==> src/rtl/tdm_pkg.sv <==
// Definitions shared by the transmit-side TDM mux and the receive-side demux.
package tdm_pkg;

    localparam int TDM_N_CH_DEFAULT = 4;

    typedef enum logic {
        ST_HUNT   = 1'b0,
        ST_LOCKED = 1'b1
    } tdm_state_e;

endpackage

==> src/rtl/tdm_slot_counter.sv <==
// Mod-N_CH slot counter: synchronous clear, load-to-1 and increment-on-enable.
module tdm_slot_counter
    import tdm_pkg::*;
#(
    parameter int N_CH = TDM_N_CH_DEFAULT,
    localparam int SW = $clog2(N_CH)
) (
    input  logic          clk,
    input  logic          rst,
    input  logic          clr,
    input  logic          load1,
    input  logic          inc,
    output logic [SW-1:0] slot
);

    localparam logic [SW-1:0] LAST = SW'(N_CH - 1);

    // Explicit wrap compare so non-power-of-2 frame lengths work.
    always_ff @(posedge clk) begin
        if (rst || clr) begin
            slot <= '0;
        end else if (load1) begin
            slot <= SW'(1);
        end else if (inc) begin
            if (slot == LAST) slot <= '0;
            else              slot <= slot + SW'(1);
        end
    end

endmodule

==> src/rtl/tdm_demux.sv <==
// Framed TDM demultiplexer: aligns to sync, steers slot bits into a shadow
// frame and publishes each complete frame on out with a one-cycle valid.
//
// state     | meaning
// ----------+----------------------------------------------------------
// ST_HUNT   | no alignment; waiting for an enabled cycle with sync=1
// ST_LOCKED | aligned; each enabled cycle carries the bit for `slot`
module tdm_demux
    import tdm_pkg::*;
#(
    parameter int N_CH = TDM_N_CH_DEFAULT,
    localparam int SW = $clog2(N_CH)
) (
    input  logic            clk,
    input  logic            rst,
    input  logic            in,
    input  logic            sync,
    input  logic            enable,
    output logic [N_CH-1:0] out,
    output logic            valid,
    output logic            locked,
    output logic            sync_err,
    output logic [SW-1:0]   slot
);

    localparam logic [SW-1:0] LAST = SW'(N_CH - 1);

    tdm_state_e      state, state_d;
    logic [N_CH-1:0] shadow, shadow_d;
    logic            valid_d, sync_err_d;
    logic            cnt_load1, cnt_inc;

    tdm_slot_counter #(.N_CH(N_CH)) u_slot_counter (
        .clk   (clk),
        .rst   (rst),
        .clr   (1'b0),
        .load1 (cnt_load1),
        .inc   (cnt_inc),
        .slot  (slot)
    );

    always_ff @(posedge clk) begin
        if (rst) state <= ST_HUNT;
        else     state <= state_d;
    end

    always_comb begin
        state_d = state;
        case (state)
            ST_HUNT:   if (enable && sync) state_d = ST_LOCKED;
            ST_LOCKED: state_d = ST_LOCKED;
            default:   state_d = ST_HUNT;
        endcase
    end

    always_comb begin
        shadow_d   = shadow;
        valid_d    = 1'b0;
        sync_err_d = 1'b0;
        cnt_load1  = 1'b0;
        cnt_inc    = 1'b0;
        if (enable) begin
            case (state)
                ST_HUNT: begin
                    if (sync) begin
                        shadow_d    = '0;
                        shadow_d[0] = in;
                        cnt_load1   = 1'b1;
                    end
                end
                ST_LOCKED: begin
                    if (sync && slot != '0) begin
                        // Misaligned marker: drop the partial frame and restart at slot 0.
                        sync_err_d  = 1'b1;
                        shadow_d    = '0;
                        shadow_d[0] = in;
                        cnt_load1   = 1'b1;
                    end else begin
                        for (int k = 0; k < N_CH; k++) begin
                            if (slot == SW'(k)) shadow_d[k] = in;
                        end
                        cnt_inc = 1'b1;
                        valid_d = (slot == LAST);
                    end
                end
                default: ;
            endcase
        end
    end

    always_ff @(posedge clk) begin
        if (rst) begin
            shadow   <= '0;
            out      <= '0;
            valid    <= 1'b0;
            sync_err <= 1'b0;
        end else begin
            shadow   <= shadow_d;
            valid    <= valid_d;
            sync_err <= sync_err_d;
            if (valid_d) out <= shadow_d;
        end
    end

    assign locked = (state == ST_LOCKED);

endmodule

==> config.mk <==
export PLATFORM = sky130hd
export DESIGN_NAME = tdm_demux
export DESIGN_NICKNAME = d
export VERILOG_FILES = /design/src/rtl/tdm_pkg.sv /design/src/rtl/tdm_slot_counter.sv /design/src/rtl/tdm_demux.sv
export SDC_FILE = /design/constraint.sdc
export NUM_CORES = 1
export LEC_CHECK = 0
export BUFFER_PORTS_ARGS = -buffer_cell sky130_fd_sc_hd__buf_2
export CORE_AREA = 2 2 39 41
export CTS_CLUSTER_SIZE = 8
export DETAILED_ROUTE_END_ITERATION = 10
export DIE_AREA = 0 0 41 43
export PLACE_DENSITY = 0.69
export SLEW_MARGIN = 20
export SYNTH_ARGS = -nofsm -noshare
export SYNTH_HDL_FRONTEND = slang
export SYNTH_HIERARCHICAL = 1
export SYNTH_SLANG_ARGS = --single-unit
==> constraint.sdc <==
create_clock -name clk -period 1.6 [get_ports clk]
set_input_delay 0.08 -clock clk [delete_from_list [all_inputs] [get_ports clk]]
set_output_delay 0.08 -clock clk [all_outputs]
set_load 0.01 [all_outputs]
### Yosys cells after proc, flatten, opt, wreduce, memory -nomap -nowiden

Index checks and enable logic that the tools add are counted.

* word-level logic and storage cells: 43
* bits of input ports: 5
* output and inout port bits: 9
* bits in registers: 13

* equality and inequality tests: 3
* muxes and demuxes: 23
* bitwise operators: 2
* add/subtract/negate cells: 1
* reductions and logical operators: 7

Operators with widths (number)
* two-way mux 1 bit: 16
* two-way mux 4 bit: 3
* one-hot mux 4 bit (2 select lines): 1
* equality test 2 bit, second input constant: 2
* one-hot mux 1 bit (2 select lines): 2
* nonzero test 2 bit: 2
* OR reduction 3 bit: 1
* adder 2 x 1 -> 2 bit, second input constant: 1
* equality test 2 x 1 -> 1 bit, second input constant: 1
* logical AND 1 bit: 2
* zero test 2 bit: 1
* two-way mux 2 bit: 1
* NOT 1 bit: 2
* OR reduction 2 bit: 1

### Logic depth before layout (Yosys ltp)

Gate-level depths: netlist of run 1.

* word-level depth: 7
* gate-level depth with buffers: 5
* gate-level depth less buffers: 4

### Modules after synthesis

Netlist of run 1, hierarchy kept.

Modules (own cells, without submodules)
* tdm_demux: area each 504.2 um2, cells each 61, seq. area each 220.2 um2, times used 1
* tdm_slot_counter: area each 95.1 um2, cells each 9, seq. area each 40.0 um2, times used 1

### Worst setup path before layout of run 1

OpenSTA, ideal clock, no wires.

* path kind: reg2reg
* start point: register u_slot_counter.slot[1]
* end point: register u_slot_counter.slot[0]
* path buffers: 0
* slack: 0.176 ns
* stages on the path, launching flop included: 5
* required time: 1.480 ns
* library setup time: 0.120 ns
* period minus slack after synthesis: 1.424 ns
* arrival time: 1.304 ns
* cells stage by stage: dfxtp_1 o21ai_0 and2b_1 nor3b_1 o31a_1

* cells in the longest elaborated chain, start to end: 6
* elaborated cells on any way between the ends: 13
* classes of those cells: eq/ne: 1; mux: 9; reduce/logical: 3

RTL lines
* from (decl): line tdm_slot_counter.sv:13 `output logic [SW-1:0] slot`
* from (signal assigned): line tdm_slot_counter.sv:26 `else slot <= slot + SW'(1);`
* nonzero test 2 bit: line tdm_demux.sv:72 `if (sync && slot != '0) begin`
* logical AND 1 bit: line tdm_demux.sv:72
* two-way mux 1 bit: line tdm_demux.sv:72
* two-way mux 1 bit: line tdm_demux.sv:63 `case (state)`
* two-way mux 1 bit: line tdm_demux.sv:62 `if (enable) begin`
* net cnt_inc: line tdm_demux.sv:31 `logic cnt_load1, cnt_inc;`
* nonzero test 2 bit (no source line)

The timed path passes the listed nets, and every way through them passes these cells. The select of a mux whose other input is x is not followed.
A chain may end at the register's enable or synchronous reset.

### Worst setup path in the final report of run 1

Same ends and word-level chain as after synthesis.

==> qor.csv, run 1 <==
metric,value,unit
status,finished clean,
crit_family,flip-flops,
grt_max_degree,15,
rsz0062_at_grt,false,
cp_max_fo,11,
worstPathRequired,1770,ps
fp.dieH,43,um
seq_area_frac_synth,0.434,
power.leakage,0.000313,uW
core_area,1380,um^2
cap_violations,0,
period_share,0.891,
drt-initial-drc-count,11,
reg2reg_slack,170,ps
critPathCaptureType,register,
async_reset_ff_frac,0,
synth_ff_type,dfxtp_1,
die_area,1760,um^2
drc_errors,0,
hold_ws,80.9,ps
setup-tns-final,0,ps
regToRegStartpoint,u_slot_counter/slot[1],
ys_ff_latch,13,
via_per_inst,5.13,
antenna_found_initial,0,
drt_pass1_iterations,6,
detailed_place_hpwl,861,um
cp-startpoint,u_slot_counter/slot[1],
ys_warn_count,6,
routed_wl,1160,um
hold_viol,0,
num_rows,14,
cts_buffers,3,
slowest_delay,520,ps
worst-path-buf-inv,0,
period_needed,1430,ps
p_per_area,820,nW/um^2
fmax,0.701,GHz
port_buffers,13,
cts_buffer_depth,2,
clk_pin_slew_worst_paths,80,ps
cpMaxStageDelayCell,dfxtp_1,
worstPathArrival,1590,ps
drtAntennaViolNets,0,
instances_no_fill,104,
die_x,41,um
drive_gt1_frac,0.227,
clk_latency,270,ps
vias,534,
ctsHoldBuffers,0,
fin_skew,2.34,ps
antenna_cells,0,
drv_slew,0,
grt_first_pass_wirelength,2010,um
post-place-cells,100,
ctsRootBufferMaster,clkbuf_4,
crit_path_end,u_slot_counter/slot[0],
yosys.cell_types.count,27,
crit_path_start_kind,register,
gp_congestion,0.766,
cts_setup_buffers,0,
num-nets-final,95,
h-tree-depth,1,
grt_pass1_vias,476,
vdd_drop_max,507,uV
worstPathCellList,"o21ai_0, and2b_1, nor3b_1, o31a_1",
syn_avg_cell_area,8.56,um^2
syn_to_final_growth,20.5,%
synthesis.area,599,um^2
synth_edf_count,0,
cts_tree,yes,
track_usage,0.162,
hold_class,input pin to register,
cts_sinks,13,
start_util,0.433,
io_pins,14,
syn_inst,70,
cp.depth,4,
setup-violations-final,0,
routedWlPerCell,11.1,um
post_cts_resized,0,
overflow,0,
worst-setup-path-type,register to register,
reg2reg_to,u_slot_counter/slot[0],
post-route-util,0.522,
fillers,132,
ff2ff_path_depth,4,
[power by group]
part,internal [uW],leakage (uW),switching (uW)
Sequential,328,0.000105,7.44
Clock,96.6,0.0000150,109
Combinational,21.8,0.000193,29.1
Total,446,0.000313,146
[cells by family after synthesis]
logic type | synth area share
simple gates | 0.288
buf+inv | 0.0251
flops | 0.434
fa+ha+maj | 0.0209
compound gates | 0.154
other cells | 0.00626
mux | 0.0710
[per-layer routing]
metal,track usage,vias to the layer above,share of wire
li1,-,281,-
met1,0.230,237,0.48
met2,0.244,14,0.46
met3,0.0314,2,0.047
met4,0.0400,0,0.0086
met5,0,-,0
[tightest hold or removal path, delay by kind of cell]
family | cells | cell delay (ps)
buf+inv | 1 | 100
simple gates | 1 | 70
mux | 1 | 60
[Yosys cell counts, types with 2 or more instances]
cell      count  share of area
mux2i_1       2          0.033
o21ai_0       3          0.025
nand2b_1      2          0.021
clkbuf_1      2          0.013
a211o_1       2          0.029
nor3_1        3          0.025
nor3b_1       2          0.025
nor2_1        8          0.050
nor2b_1       3          0.031
o21ai_1       2          0.017
a21oi_1       5          0.042
dfxtp_1      13           0.43
mux2_1        2          0.038
inv_1         2          0.013
nand2_1       7          0.044
[worst min-delay path by stage]
stage / end / slack [ps] / startpoint / depth (start not counted)
final: shadow[0] / 80 / in / 3
after global routing: shadow[0] / 120 / in / 3
after CTS: shadow[0] / 90 / in / 3
after detailed placement: shadow[0] / 370 / in / 3
after global placement: shadow[0] / 360 / in / 3
after floorplan: u_slot_counter/slot[1] / 160 / rst / 1
[state kept, by name, indices dropped and copies added, names as in the netlist]
signal	cells
out	4
locked	1
sync_err	1
valid	1
u_slot_counter/slot	2
shadow	4
[layout by cell type, fill, tap and decap left out, drive strengths merged, types with 2 or more instances in the layout]
cell and instances:
a21oi 5, nand2 8, clkbuf 4, nor2 8, buf 15, mux2 2, nand2b 2, dfxtp 13
nor3b 2, a211o 2, conb 2, o21ai 5, mux2i 2, nor3 3, nor2b 3, inv 2
[metrics by stage]
step           instance area (um^2)  worst slack (ps)  power (uW)
2_1_floorplan                   603               176         374
3_3_place_gp                    696               186         393
3_5_place_dp                    696               190         394
4_1_cts                         722               177         593
5_1_grt                         722              20.8         614
6_report                        722               174         592
[area by class of cell]
cell class | count | area, um^2 | share of cell area
Sequential cell | 13 | 260 | 0.360
Multi-Input combinational cell | 54 | 328 | 0.454
Clock buffer | 4 | 26.3 | 0.0364
Timing Repair Buffer | 15 | 80.1 | 0.111
Tap cell | 16 | 20.0 | 0.0277
Inverter | 2 | 7.51 | 0.0104
No activity file was read; power rests on OpenSTA's default activity.
==> inputs of run 2 (changes only) <==
- PLACE_DENSITY: 0.69 -> 0.73
==> run 2 against run 1 <==
Against the previous run: worst hold slack got worse by 16 ps; cell area fell by 0.87%; clock power barely moved; cell count fell by 0.96%; first-iteration DRC count rose by 18%; flip-flop and latch count did not move; routed wire length fell by 1.5%; via count rose by 0.37%; count of clock-buffer cells in the layout did not move; utilization fell by 0.45 points; clock skew fell by 0.90 ps; combinational power fell by 3%; largest power group unchanged.
==> qor.csv, run 2 (synthesis gave the netlist of run 1 again) <==
metric,value,unit
status,finished clean,
routedWlPerCell,11.1,um
gp_congestion,0.785,
setup-violations-final,0,
port_buffers,13,
mostFrequentLayoutCell,buf_2,
drt_pass1_iterations,6,
whs_endpoint,shadow[0],
worstPathCellList,"o21ai_0, and2b_1, nor3b_1, o31a_1",
fp.dieH,43,um
hold_ws,65.1,ps
cts_buffers,3,
cap_violations,0,
drt-initial-drc-count,13,
cpMaxStageDelayCell,dfxtp_1,
vdd_drop_max,591,uV
via_per_inst,5.20,
switching_share,0.242,
start_util,0.433,
cp_max_fo,12,
worst-setup-path-type,register to register,
slowest_delay,510,ps
p_comb_frac,0.084,
crit_path_start_kind,register,
overflow,0,
cts_setup_buffers,0,
drtAntennaViolNets,0,
io_pins,14,
num-nets-final,94,
reg2reg_slack,100,ps
fin_skew,1.44,ps
pwr-share-clk,0.345,
track_usage,0.174,
ctsRootBufferMaster,clkbuf_4,
p_int,445,uW
rsz0062_at_grt,false,
core_area,1380,um^2
hold_depth,3,
ctsHoldBuffers,0,
power.leakage,0.000310,uW
h-tree-depth,1,
cts_tree,yes,
regToRegStartpoint,u_slot_counter/slot[0],
grt_max_degree,15,
worstPathArrival,1670,ps
critPathCaptureType,register,
grt_pass1_vias,465,
crit_family,flip-flops,
drv_slew,0,
num_rows,14,
post_cts_resized,0,
period_share,0.935,
final_cell_mix,"buf_2, dfxtp_1, nor2_1, nand2_1, a21oi_1",
p_seq_frac,0.571,
reg2reg_to,u_slot_counter/slot[0],
hp-start,in,
top_regs,"out: 4 flops, shadow: 4 flops, u_slot_counter/slot: 2 flops",
cts_buffer_depth,2,
drc_errors,0,
detailed_place_hpwl,801,um
die_area,1760,um^2
syn_to_final_growth,19.4,%
vias,536,
drive_gt1_frac,0.230,
antenna_found_initial,0,
cts_sinks,13,
clk_latency,280,ps
p_per_area,821,nW/um^2
worstPathRequired,1770,ps
hold_viol,0,
fillers,146,
grt_first_pass_wirelength,1970,um
routed_wl,1140,um
hold_class,input pin to register,
die_x,41,um
switchingPower,142,uW
worst-path-buf-inv,0,
fmax,0.668,GHz
ff2ff_path_depth,4,
period_needed,1500,ps
antenna_cells,0,
clk_pin_slew_worst_paths,80,ps
setup-tns-final,0,ps
run 2: cell types whose count changed in the layout (fill, tap and decap cells not counted), sizes merged:
cell  delta
buf      -1
run 2: how the worst max path moves through the flow:
stage                           startpoint                     end  slack [ps]  cells past startpoint
floorplan           u_slot_counter/slot[1]  u_slot_counter/slot[0]         180                      4
global placement    u_slot_counter/slot[1]  u_slot_counter/slot[0]         180                      4
detailed placement  u_slot_counter/slot[1]  u_slot_counter/slot[0]         130                      4
CTS                 u_slot_counter/slot[1]  u_slot_counter/slot[0]          80                      4
global route        u_slot_counter/slot[0]  u_slot_counter/slot[0]           5                      4
finish              u_slot_counter/slot[0]  u_slot_counter/slot[0]         100                      4
run 2: final cells by class:
| type | instances | area, um^2 | area share |
|---|---|---|---|
| well taps | 16 | 20.0 | 0.0280 |
| repair buffers | 14 | 72.6 | 0.101 |
| clock buffers | 4 | 26.3 | 0.0367 |
| inverters | 2 | 7.51 | 0.0105 |
| flip-flops and latches | 13 | 262 | 0.365 |
| multi-input cells | 54 | 328 | 0.458 |
run 2: per-layer routing:
layer  vias to the layer above  wire [um]  global-route usage
li1                        281          -                   -
met1                       229        515               0.221
met2                        22        501               0.222
met3                         4         96              0.0995
met4                         0         29               0.100
met5                         -          0                   0
run 2: through the flow:
step                area (um^2)  setup WS (ps)  utilization  instances  total power (uW)
CTS                         714           84.2        0.516        103               597
finish                      716            104        0.517        103               588
global route                716           5.14        0.517        103               622
global placement            688            183        0.497         99               392
floorplan                   603            176            -         71               374
detailed placement          688            126        0.497         99               393
run 2: worst register-to-register path: cells and delay by family, from the launching register on:
kind | cells | cell delay [ps]
compound gates | 2 | 500
flops | 1 | 510
simple gates | 2 | 380
run 2: power groups by stage:
stage	combinational (uW)	clock, uW	sequential, uW
global route	56.0	230	337
global placement	49.4	0	342
floorplan	31.4	0	343
finish	49.6	203	335
detailed placement	49.7	0	343
CTS	49.9	212	335
==> inputs of run 3 (changes only) <==
- ABC_AREA: not set -> 1
- BUFFER_PORTS_ARGS: -buffer_cell sky130_fd_sc_hd__buf_2 -> not set
- DONT_BUFFER_PORTS: not set -> 1
- PLACE_DENSITY: 0.73 -> 0.66
==> run 3 against run 2 <==
Against the previous run: largest power group unchanged; via count grew 8.4%; sequential power shrank 1%; critical path depth grew 2; sequential share of layout area shrank 0.17 points; cell area is the same; clock skew grew 7.3 ps; global-route usage shrank 0.37 points; clock power shrank 2%; critical endpoint is now out[2]; cell count grew 15%.
==> qor.csv, run 3 <==
metric,value,unit
synthXorXnorAreaFrac,0,
met2_usage,0.234,
die_area,1760,um^2
async_reset_ff_frac,0,
synth_top_area_frac,0.413,
post-place-cells,112,
clk_latency,270,ps
io_pins,14,
fin_skew,8.72,ps
drtAntennaViolNets,0,
worst-path-buf-inv,1,
drt-initial-drc-count,11,
worstPathRequired,1770,ps
grt_max_degree,13,
final_cell_mix,"nand2_1, inv_1, nor2_1, dfxtp_1, nand3_1",
critPathCaptureType,register,
fmax,0.777,GHz
setup-tns-final,0,ps
drc_errors,0,
worstPathArrival,1450,ps
routed_wl,1250,um
hold_viol,0,
fillers,140,
syn_to_final_growth,13.5,%
slowest_delay,340,ps
overflow,0,
cts_buffers,3,
status,finished clean,
ys_ff_latch,13,
grt_use_met1,0.233,
crit_path_start_kind,register,
crit_family,simple AND/OR/NAND/NOR gates,
ctsHoldBuffers,2,
cts_tree,yes,
instances_no_fill,118,
syn_avg_cell_area,6.71,um^2
ctsRootBufferMaster,clkbuf_4,
power.leakage,0.000322,uW
cts_sinks,13,
cts_buffer_depth,2,
vdd_drop_max,378,uV
syn_nets,100,
num_rows,14,
core_area,1380,um^2
synth-simple-area-share,0.409,
syn_inst,94,
period_needed,1290,ps
worstPathCellList,"nor2_1, nor2_2, nor3_4, nand3_1, nand2_1, inv_1",
synthesis.area,631,um^2
die_x,41,um
synth_top_family_by_area,simple AND/OR/NAND/NOR gates,
start_util,0.456,
post_cts_resized,0,
worst-setup-path-type,register to register,
yosys.cell_types.count,17,
hp-start,in,
seq_area_frac_synth,0.413,
regToRegStartpoint,u_slot_counter/slot[1],
cp-startpoint,u_slot_counter/slot[1],
cpMaxStageDelayCell,dfxtp_1,
track_usage,0.171,
cts_setup_buffers,0,
final_area,716,um^2
detailed_place_hpwl,941,um
synth.area.mux_share,0,
p_per_area,821,nW/um^2
synth_compound_area_frac,0.0635,
yosys.area.top_type,dfxtp_1,
synthTopCellsByArea,"dfxtp_1, nand2_1, nand3_1, inv_1, nor2_1",
port_buffers,0,
top_regs,"out: 4 flops, shadow: 4 flops, u_slot_counter/slot: 2 flops",
antenna_found_initial,0,
grt_first_pass_wirelength,2060,um
synth_ff_type,dfxtp_1,
antenna_cells,0,
h-tree-depth,1,
num-nets-final,109,
cp_max_fo,8,
synth_fa_ha_area_frac,0.0198,
setup-violations-final,0,
routedWlPerCell,10.6,um
busiest_layer,met2,
via_per_inst,4.92,
hold_class,input pin to register,
grt_pass1_vias,515,
placed_area,669,um^2
mostFrequentLayoutCell,nand2_1,
met3_usage,0.0733,
rsz0062_at_grt,false,
yosysMostFrequentCell,nand2_1,
drv_slew,0,
yosys-top-cells-count,"nand2_1, inv_1, dfxtp_1, nor2_1, nand3_1",
vias,581,
drive_gt1_frac,0.108,
period_share,0.804,
ys_warn_count,6,
clk_pin_slew_worst_paths,80,ps
synth_edf_count,0,
drt_pass1_iterations,4,
fp.dieH,43,um
gp_congestion,0.788,
cap_violations,0,
-- run 3: worst reg2reg max path, cell delays in order, from the launching register on --
cell	delay [ps]
dfxtp_1	340
nor2_1	210
nor2_2	100
nor3_4	290
nand3_1	130
nand2_1	70
inv_1	30
-- run 3: power by group --
part	switching [uW]	internal, uW	leakage, uW
logic	37.2	20.6	0.000202
registers	2.39	328	0.000105
clock network	103	96.3	0.0000150
-- run 3: area by class of cell --
type / instances / area (um^2) / area share
Sequential cell: 13 / 260 / 0.364
Clock buffer: 4 / 26.3 / 0.0367
Tap cell: 16 / 20.0 / 0.0280
Multi-Input combinational cell: 66 / 314 / 0.439
Timing Repair Buffer: 5 / 42.5 / 0.0594
Inverter: 14 / 52.6 / 0.0734
-- run 3: cells by family (layout without fill, tap and decap cells) --
kind of cell,count (synthesis),in the layout
simple gates,56,56
buf+inv,15,23
flops,13,13
compound gates,8,8
fa+ha+maj,1,1
other cells,1,1
-- run 3: through the flow --
step / setup slack (ps) / total power, uW / util / hold WS (ps)
2_1_floorplan: 365 / 378 / - / 159
3_3_place_gp: 349 / 386 / 0.484 / 152
3_5_place_dp: 329 / 387 / 0.484 / 155
4_1_cts: 314 / 595 / 0.517 / 4.55
5_1_grt: 201 / 620 / 0.517 / 5.76
6_report: 313 / 587 / 0.517 / 11.2
-- run 3: path summary, 6_finish.rpt --
| check | end | slack (ps) | depth (start not counted) |
|---|---|---|---|
| min | shadow[2] | 10 | 2 |
| min reg2reg | shadow[1] | 480 | 2 |
| max reg2reg | out[2] | 310 | 6 |
| max | out[2] | 310 | 6 |
-- run 3: metal layers --
layer | share of wire | routed length [um]
met1 | 0.48 | 603
met2 | 0.45 | 557
met3 | 0.069 | 86
met4 | 0 | 0
met5 | 0 | 0
